===== config.mk =====
export PLATFORM = sky130hd
export DESIGN_NAME = line_fill_engine
export DESIGN_NICKNAME = d
export VERILOG_FILES = /design/src/rtl/line_fill_engine.sv
export SDC_FILE = /design/constraint.sdc
export NUM_CORES = 1
export LEC_CHECK = 0
export CAP_MARGIN = 20
export CORE_AREA = 5 5 137 139
export DETAILED_ROUTE_END_ITERATION = 8
export DIE_AREA = 0 0 142 144
export HOLD_SLACK_MARGIN = 0.06
export PLACE_DENSITY = 0.62
export SYNTH_ARGS = -nofsm -noshare
export SYNTH_HDL_FRONTEND = slang
export SYNTH_SLANG_ARGS = --single-unit

===== constraint.sdc =====
create_clock -name clk -period 3.6 [get_ports clk]
set_clock_uncertainty 0.15 [all_clocks]
set_input_delay 0.9 -clock clk [delete_from_list [all_inputs] [get_ports clk]]
set_output_delay 0.9 -clock clk [all_outputs]
set_load 0.05 [all_outputs]

===== src/rtl/line_fill_engine.sv =====
// Cache line fill engine: optional dirty-victim writeback followed by a
// line fetch over a one-cycle-latency synchronous word memory.
module line_fill_engine #(
    parameter int BLOCK_WORDS = 4,
    parameter int ADDR_WIDTH  = 32
) (
    input  logic                           clk,
    input  logic                           reset_n,

    input  logic                           req_valid,
    output logic                           req_ready,
    input  logic                           req_wb,
    input  logic [ADDR_WIDTH-1:0]          req_fill_addr,
    input  logic [ADDR_WIDTH-1:0]          req_wb_addr,

    output logic [$clog2(BLOCK_WORDS)-1:0] wb_idx,
    input  logic [63:0]                    wb_data,

    output logic                           fill_we,
    output logic [$clog2(BLOCK_WORDS)-1:0] fill_idx,
    output logic [63:0]                    fill_data,
    output logic                           done,

    output logic [ADDR_WIDTH-1:0]          mem_addr,
    output logic [63:0]                    mem_write_data,
    input  logic [63:0]                    mem_read_data,
    output logic                           mem_read_en,
    output logic                           mem_write_en
);

    localparam int IDX_W = $clog2(BLOCK_WORDS);
    localparam int OFF_W = IDX_W + 3;
    localparam logic [ADDR_WIDTH-1:0] LINE_MASK = {ADDR_WIDTH{1'b1}} << OFF_W;

    typedef enum logic [1:0] {
        IDLE,
        WB,
        FILL,
        LAST
    } state_t;

    state_t                  state;
    logic [IDX_W-1:0]        cnt;
    logic [ADDR_WIDTH-1:0]   wb_base;
    logic [ADDR_WIDTH-1:0]   fill_base;
    logic                    rd_pending;
    logic [IDX_W-1:0]        rd_idx;
    logic [ADDR_WIDTH-1:0]   word_off;

    always_ff @(posedge clk or negedge reset_n) begin
        if (!reset_n) begin
            state      <= IDLE;
            cnt        <= '0;
            wb_base    <= '0;
            fill_base  <= '0;
            rd_pending <= 1'b0;
            rd_idx     <= '0;
        end else begin
            // Read data returns one cycle after issue, so remember which word it is.
            rd_pending <= (state == FILL);
            rd_idx     <= (state == FILL) ? cnt : '0;

            case (state)
                IDLE: begin
                    if (req_valid) begin
                        wb_base   <= req_wb_addr & LINE_MASK;
                        fill_base <= req_fill_addr & LINE_MASK;
                        cnt       <= '0;
                        state     <= req_wb ? WB : FILL;
                    end
                end
                WB: begin
                    if (cnt == '1) begin
                        cnt   <= '0;
                        state <= FILL;
                    end else begin
                        cnt <= cnt + 1'b1;
                    end
                end
                FILL: begin
                    if (cnt == '1) begin
                        cnt   <= '0;
                        state <= LAST;
                    end else begin
                        cnt <= cnt + 1'b1;
                    end
                end
                LAST: begin
                    state <= IDLE;
                end
                default: begin
                    state <= IDLE;
                end
            endcase
        end
    end

    always_comb begin
        word_off       = ADDR_WIDTH'({cnt, 3'b000});
        req_ready      = (state == IDLE);
        done           = (state == LAST);
        wb_idx         = '0;
        mem_addr       = '0;
        mem_write_data = '0;
        mem_write_en   = 1'b0;
        mem_read_en    = 1'b0;

        case (state)
            WB: begin
                wb_idx         = cnt;
                mem_write_en   = 1'b1;
                mem_addr       = wb_base + word_off;
                mem_write_data = wb_data;
            end
            FILL: begin
                mem_read_en = 1'b1;
                mem_addr    = fill_base + word_off;
            end
            default: begin
            end
        endcase

        fill_we   = rd_pending;
        fill_idx  = rd_idx;
        fill_data = rd_pending ? mem_read_data : '0;
    end

endmodule


==> reports/results.txt, run 1 <==
Status: finished, final reports clean
Crit end category: output pin
Power Density: 975 nW/um2
Slew headroom: 44.9%
VDD IR max: 0.522 mV
CP max stage delay: 0.94 ns
Commonest non-fill, non-tap cell in the layout: clkdlybuf4s50_1
Seq/Total Area, Yosys: 40.9%
Synth warn: 0
Util after Layout: 43.6%
Post-synth top area share: 40.9%
Initial antenna violation count: 7
Largest net degree at the start of global routing: 62
CTS root buf: clkbuf_16
Max Cap Viol: 0
RSZ-0062 raised after global routing: no
Setup bufs post-CTS: 0
Commonest cells after routing, fill and taps aside: clkdlybuf4s50_1, buf_4, and2_1
Netlist Area Pre-Place: 3730 um2
Worst-path clk slew: 0.05 ns
TritonCTS Buffers: 9
Final Max Slew Viols: 0
CTS tree: built
Post-Synthesis Cells: 356
Post-layout minimum cycle time: 3.17 ns
Critical path, cell by cell: inv_1, ha_1, clkdlybuf4s50_1
Area growth syn-to-layout: 105%
Nets@finish: 898
First-pass GRT wire length: 26600 um
Min-delay worst type: reg -> reg
Register Area: 1530 um2
Vias in the first global route: 4171
GP Congestion: 0.968
Residual DRC count: 0
TNS Setup: 0 ns
Hold buffer count at cts: 0
Top post-synthesis cells by area: dfrtp_1, and2_1, mux2_2, a22oi_1, nor2b_1
First-pass DRT Iterations: 4
Slowest-stage cell, CP: clkdlybuf4s50_1
Core region area: 17500 um2
Post-DR vias/cell: 4.29
Leakage power: 3.41 nW
Port bufs: 351
CP Data Arrival Time: 2.12 ns
Post-detail-place hpwl: 15400 um
Final Setup Violations: 0
Clock tree buffer depth: 2
Die area: 20400 um2
Critical-path maximum fanout: 7
Final period util: 88.2%
Clock Latency Late Sink: 0.31 ns
I/O pin count: 365
# fillers: 1674
Critical path class: reg -> out
WL final: 18700 um
1st-iter DRT viols: 105
Synth cell types: 22
Area of the multi-input gates: 2020 um2
Die width: 142 um
Overflow after GRT: 0
Antenna Nets Post-Route: 0
Avg Inst Size Synth: 10.5 um2
Routed len/inst: 20.1 um
Die H: 144 um
Worst slew pin tran: 0.827 ns
GRT Total Usage: 17.1%
Initial Utilization: 21.3%
Cell Rows: 49
CTS HTree Levels: 3
Diodes inserted: 0
CTS Sinks: 61
Layout cells sized above 1: 33.9%
Via count: 3977
Dominant cell type by area after synthesis: dfrtp_1
Max frequency: 315 MHz
Post-CTS Resized: 0
Required @ worst endpoint: 2.55 ns
Worst Setup Start Kind: flip-flop
Synthesis-stage register bit count: 61
Hold Vio Cnt, Final: 0
## registers in the layout (all words and copies together), names as in the netlist
name       flops
cnt            2
fill_we        1
fill_idx       2
fill_base     27
wb_base       27
state          2
## cell families after synthesis
| kind of cell | count (synthesis) | share of synthesized area (%) |
|---|---|---|
| adder cells (fa/ha/maj) | 6 | 2.01 |
| multiplexers | 57 | 17.5 |
| other | 1 | 0.101 |
| AND/OR/NAND/NOR | 164 | 27.5 |
| AO/OA/AOI/OAI | 34 | 6.88 |
| flip-flops | 61 | 40.9 |
| buffers and inverters | 33 | 5.07 |
## worst max-delay path: cells and delay by family, from the launching register on
family | cells | cell delay [ns]
buffers and inverters | 2 | 1.06
adders and majority gates | 1 | 0.33
DFF | 1 | 0.42
## final timing paths
check / startpoint / to / slack (ns) / depth (start not counted)
setup / recovery: state[1]$_DFFE_PN0P_ / req_ready / 0.43 / 3
hold / removal: wb_base[31]$_DFFE_PN0P_ / wb_base[31]$_DFFE_PN0P_ / 0.35 / 1
setup reg to reg: state[1]$_DFFE_PN0P_ / fill_base[6]$_DFFE_PN0P_ / 1.47 / 4
hold reg to reg: wb_base[31]$_DFFE_PN0P_ / wb_base[31]$_DFFE_PN0P_ / 0.35 / 1
max in group asynchronous: reset_n / wb_base[11]$_DFFE_PN0P_ / 2.15 / 2
min in group asynchronous: reset_n / fill_base[31]$_DFFE_PN0P_ / 0.61 / 2
## cell usage after synthesis (all sizes together)
cell type,count
and2,132
conb,1
clkbuf,25
a32o,2
dfrtp,61
inv,2
nor2b,27
ha,6
mux2i,3
o21a,2
nor2,2
buf,6
mux2,54
nand2,2
or2b,1
o21ai,3
a22oi,27
## per-layer routing
layer	global-route usage, %	part of all wire, %
met4	3.84	1.6
met5	0	0.29
met1	20.8	40
met3	7.21	11
met2	28.4	48
## final cells by class
cell class,count,area share (%)
timing repair buffer,358,46.1
multi-input combinational,264,26.5
sequential,61,20.0
tap,229,3.75
clock buffer,12,3.22
clock inverter,2,0.458
inverter,2,0.0982
## metrics by stage
step,instances,hold WS [ns],instance area (um2),setup slack [ns],power (mW)
floorplan,358,0.330,3740,0.267,4.60
global placement,914,0.339,7370,0.731,6.63
detailed placement,914,0.344,7370,0.729,6.70
CTS,928,0.356,7650,0.394,7.57
global route,928,0.365,7650,0.286,7.84
finish,928,0.353,7650,0.425,7.46
## where the power goes
| part | leakage, nW | switching, mW | internal [mW] | total (mW) |
|---|---|---|---|---|
| sequential | 0.726 | 0.207 | 1.04 | 1.25 |
| combinational | 2.55 | 3.24 | 2.14 | 5.38 |
| clock | 0.139 | 0.287 | 0.546 | 0.833 |
| total | 3.41 | 3.74 | 3.72 | 7.46 |
Note: power is estimated with default switching activity, not from simulation.
==> inputs of run 2 (changes only) <==
==> config.mk (replaced) <==
export PLATFORM = sky130hd
export DESIGN_NAME = line_fill_engine
export DESIGN_NICKNAME = d
export VERILOG_FILES = /design/src/rtl/line_fill_engine.sv
export SDC_FILE = /design/constraint.sdc
export NUM_CORES = 1
export LEC_CHECK = 0
export ABC_AREA = 1
export CAP_MARGIN = 20
export CORE_AREA = 5 5 140 142
export DETAILED_ROUTE_END_ITERATION = 8
export DIE_AREA = 0 0 145 147
export HOLD_SLACK_MARGIN = 0.06
export PLACE_DENSITY = 0.61
export SYNTH_ARGS = -nofsm -noshare
export SYNTH_HDL_FRONTEND = slang
export SYNTH_SLANG_ARGS = --single-unit
==> run 2 against run 1 <==
Against the previous run: first-iteration DRC count up 50%; total power down 11%; global-route usage down 1.2 points; count of clock-buffer cells in the layout up 1; die area up 4.2%; hold slack worse by 0.036 ns; flip-flop and latch count unchanged; register-to-register slack worse by 0.06 ns; utilization down 0.37 points; sequential share of layout area down 0.69 points; via count up 23%; non-clock buffer count up 3; largest power group unchanged; critical endpoint is now mem_write_data[36].
==> reports/results.txt, run 2 <==
Post-detail-place hpwl: 14100 um (-8.3%)
Via count: 4892 (+23%)
Most common cell in the netlist: nand2_1
Critical-path maximum fanout: 46 (+39)
CP max stage delay: 0.52 ns (-0.42 ns)
Initial antenna violation count: 0 (-7)
Final Non-Filler Cells: 1222 (+32%)
Critical path class: reg -> out
Cell Rows: 50 (+2.0%)
Hold endpoint: fill_base[8]$_DFFE_PN0P_
Commonest cells after routing, fill and taps aside: nand2_1, clkdlybuf4s50_1, inv_1, buf_4
R2R Path Start: state[1]$_DFFE_PN0P_
Worst R2R Setup Slack: 1.41 ns (-0.06 ns)
Hold Vio Cnt, Final: 0 (unchanged)
HP Start: fill_base[8]$_DFFE_PN0P_
Util after Layout: 43.2% (-0.37 points)
Post-synth top area share: 37.8% (-3.1 points)
Slew headroom: 51.1% (+6.2 points)
Worst-path clk slew: 0.05 ns (about the same)
RSZ-0062 raised after global routing: no
Residual DRC count: 0 (unchanged)
Post-synth ARST share: 100% (unchanged)
Clock Latency Late Sink: 0.32 ns (about the same)
Layout cells sized above 1: 19.3% (-15 points)
Avg Inst Size Synth: 6.18 um2 (-41%)
Die width: 145 um (+2.1%)
CTS tree: built
VDD IR max: 0.358 mV (-31%)
Setup bufs post-CTS: 0 (unchanged)
CTS Sinks: 61 (unchanged)
CTS root buf: clkbuf_16
Routed len/inst: 14.6 um (-27%)
Required @ worst endpoint: 2.55 ns (about the same)
Die area: 21300 um2 (+4.2%)
First-pass GRT wire length: 27100 um (+2.0%)
# fillers: 1927 (+15%)
Final period util: 86.5% (-1.7 points)
Final Max Slew Viols: 0 (unchanged)
Post-CTS Resized: 0 (unchanged)
WL final: 17900 um (-4.1%)
Vias in the first global route: 4788 (+15%)
Area growth syn-to-layout: 96.5%
Setup WS post-layout: 0.486 ns (+0.0608 ns)
Synth cell types: 14 (-36%)
TNS Setup: 0 ns (unchanged)
Post-Synthesis Cells: 653 (+83%)
Leakage power: 4.69 nW (+37%)
Overflow after GRT: 0 (unchanged)
Port bufs: 351 (unchanged)
R2R cell count: 7 (+3)
First-pass DRT Iterations: 4 (unchanged)
Crit path top cell by count: inv_1
Crit end category: output pin
Clock tree buffer depth: 2 (unchanged)
Core region area: 18300 um2 (+4.5%)
Min-delay worst type: reg -> reg
Max Cap Viol: 0 (unchanged)
Nets@finish: 1185 (+32%)
Critical path, cell by cell: inv_1, ha_4, buf_12, nand2_1, inv_1, buf_4
Area of the multi-input gates: 1730 um2 (-15%)
CP Data Arrival Time: 2.06 ns (-0.06 ns)
Netlist Area Pre-Place: 4030 um2 (+8.2%)
Antenna Nets Post-Route: 0 (unchanged)
Power Total: 6.67 mW (-11%)
Diodes inserted: 0 (unchanged)
Final Setup Violations: 0 (unchanged)
Largest regs: fill_base: 27 flops, wb_base: 27 flops
CTS HTree Levels: 3 (unchanged)
Commonest non-fill, non-tap cell in the layout: nand2_1
Top cells by count, synth: nand2_1, inv_1, dfrtp_1
Post-DR vias/cell: 4.00 (-6.6%)
Synth warn: 0 (unchanged)
Status: finished, final reports clean
GP Congestion: 0.803 (-17%)
Hold buffer count at cts: 0 (unchanged)
1st-iter DRT viols: 158 (+50%)
Post-layout minimum cycle time: 3.11 ns (-0.0608 ns)
Top post-synthesis cells by area: dfrtp_1, nand2_1, inv_1, nand3_1, a21oi_1
Synthesis-stage register bit count: 61 (unchanged)
I/O pin count: 365 (unchanged)
Power Density: 841 nW/um2 (-14%)
Worst slew pin tran: 0.734 ns (-0.0932 ns)
Max frequency: 321 MHz (+2.0%)
Placed insts: 1206 (+32%)
Place WS: 0.786 ns (+0.0575 ns)
Initial Utilization: 22.0% (+0.74 points)
Crit Reg-Reg Endpoint: cnt[0]$_DFFE_PN0P_
Dominant cell type by area after synthesis: dfrtp_1
Slowest-stage cell, CP: ha_4
Most common flop cell mapped by yosys: dfrtp_1
Seq/Total Area, Yosys: 37.8% (-3.1 points)
Die H: 147 um (+2.1%)
GRT Total Usage: 15.9% (-1.2 points)
Register Area: 1530 um2 (about the same)
Hold Path Stages: 2 (+1)
Worst Setup Start Kind: flip-flop
TritonCTS Buffers: 9 (unchanged)
Largest net degree at the start of global routing: 65 (+4.8%)
Post-synth EDFFs: 0 (unchanged)
-- run 2: cell count changes after synthesis, moves of 14 or more --
cell	before	now
a21oi_1	0	29
a22oi_1	27	0
and2_1	132	0
buf_2	3	18
buf_4	3	17
clkbuf_1	20	5
inv_1	2	139
mux2_2	50	0
nand2_1	1	310
nand3_1	0	60
nor2b_1	27	0
-- run 2: per-layer routing --
layer	vias up	routed length [um]	track usage [%]
li1	2539	-	-
met5	-	0	0
met1	2141	6840	17.6
met4	0	431	5.32
met3	26	1610	6.01
met2	186	9020	27.9
-- run 2: critical path, delay by kind of cell (launching register included) --
kind,cells,cell delay [ns]
flip-flops,1,0.43
AND/OR/NAND/NOR,1,0.07
buffers and inverters,4,0.70
adder cells (fa/ha/maj),1,0.52
-- run 2: cell type report --
cell class | instances | area share (%)
Sequential cell | 61 | 19.3
Multi-Input combinational cell | 411 | 21.8
Tap cell | 234 | 3.69
Inverter | 139 | 6.58
Clock inverter | 3 | 0.253
Clock buffer | 13 | 3.28
Timing Repair Buffer | 361 | 45.1
-- run 2: cells by family (layout without fill, tap and decap cells) --
family / count (synthesis) / after routing / synth area share (%)
AO/OA/AOI/OAI: 31 / 31 / 3.91
flip-flops: 61 / 61 / 37.8
AND/OR/NAND/NOR: 371 / 371 / 36.4
buffers and inverters: 183 / 516 / 19.9
adder cells (fa/ha/maj): 6 / 6 / 1.86
other: 1 / 3 / 0.0930
-- run 2: how the worst max path moves through the flow --
| stage | start | endpoint | slack [ns] | depth (start not counted) |
|---|---|---|---|---|
| 3_3_place_gp | state[1]$_DFFE_PN0P_ | mem_write_data[36] | 0.78 | 6 |
| 3_5_place_dp | state[1]$_DFFE_PN0P_ | mem_addr[4] | 0.79 | 5 |
| 4_1_cts | state[1]$_DFFE_PN0P_ | mem_addr[4] | 0.42 | 5 |
| 6_report | state[1]$_DFFE_PN0P_ | mem_write_data[36] | 0.49 | 6 |
| 5_1_grt | state[1]$_DFFE_PN0P_ | mem_addr[10] | 0.31 | 5 |
| 2_1_floorplan | state[0]$_DFFE_PN0P_ | mem_addr[15] | 0.31 | 6 |
-- run 2: metrics by stage --
step                hold WS [ns]  area, um2
finish                     0.317       7930
global route               0.338       7930
CTS                        0.322       7930
detailed placement         0.309       7650
global placement           0.304       7650
floorplan                  0.292       4040
-- run 2: report_power, final --
group	switching [mW]	internal, mW	leakage (nW)	total (mW)
sequential	0.180	1.01	0.758	1.19
combinational	3.14	1.52	3.80	4.67
clock	0.306	0.502	0.132	0.809
total	3.63	3.04	4.69	6.67
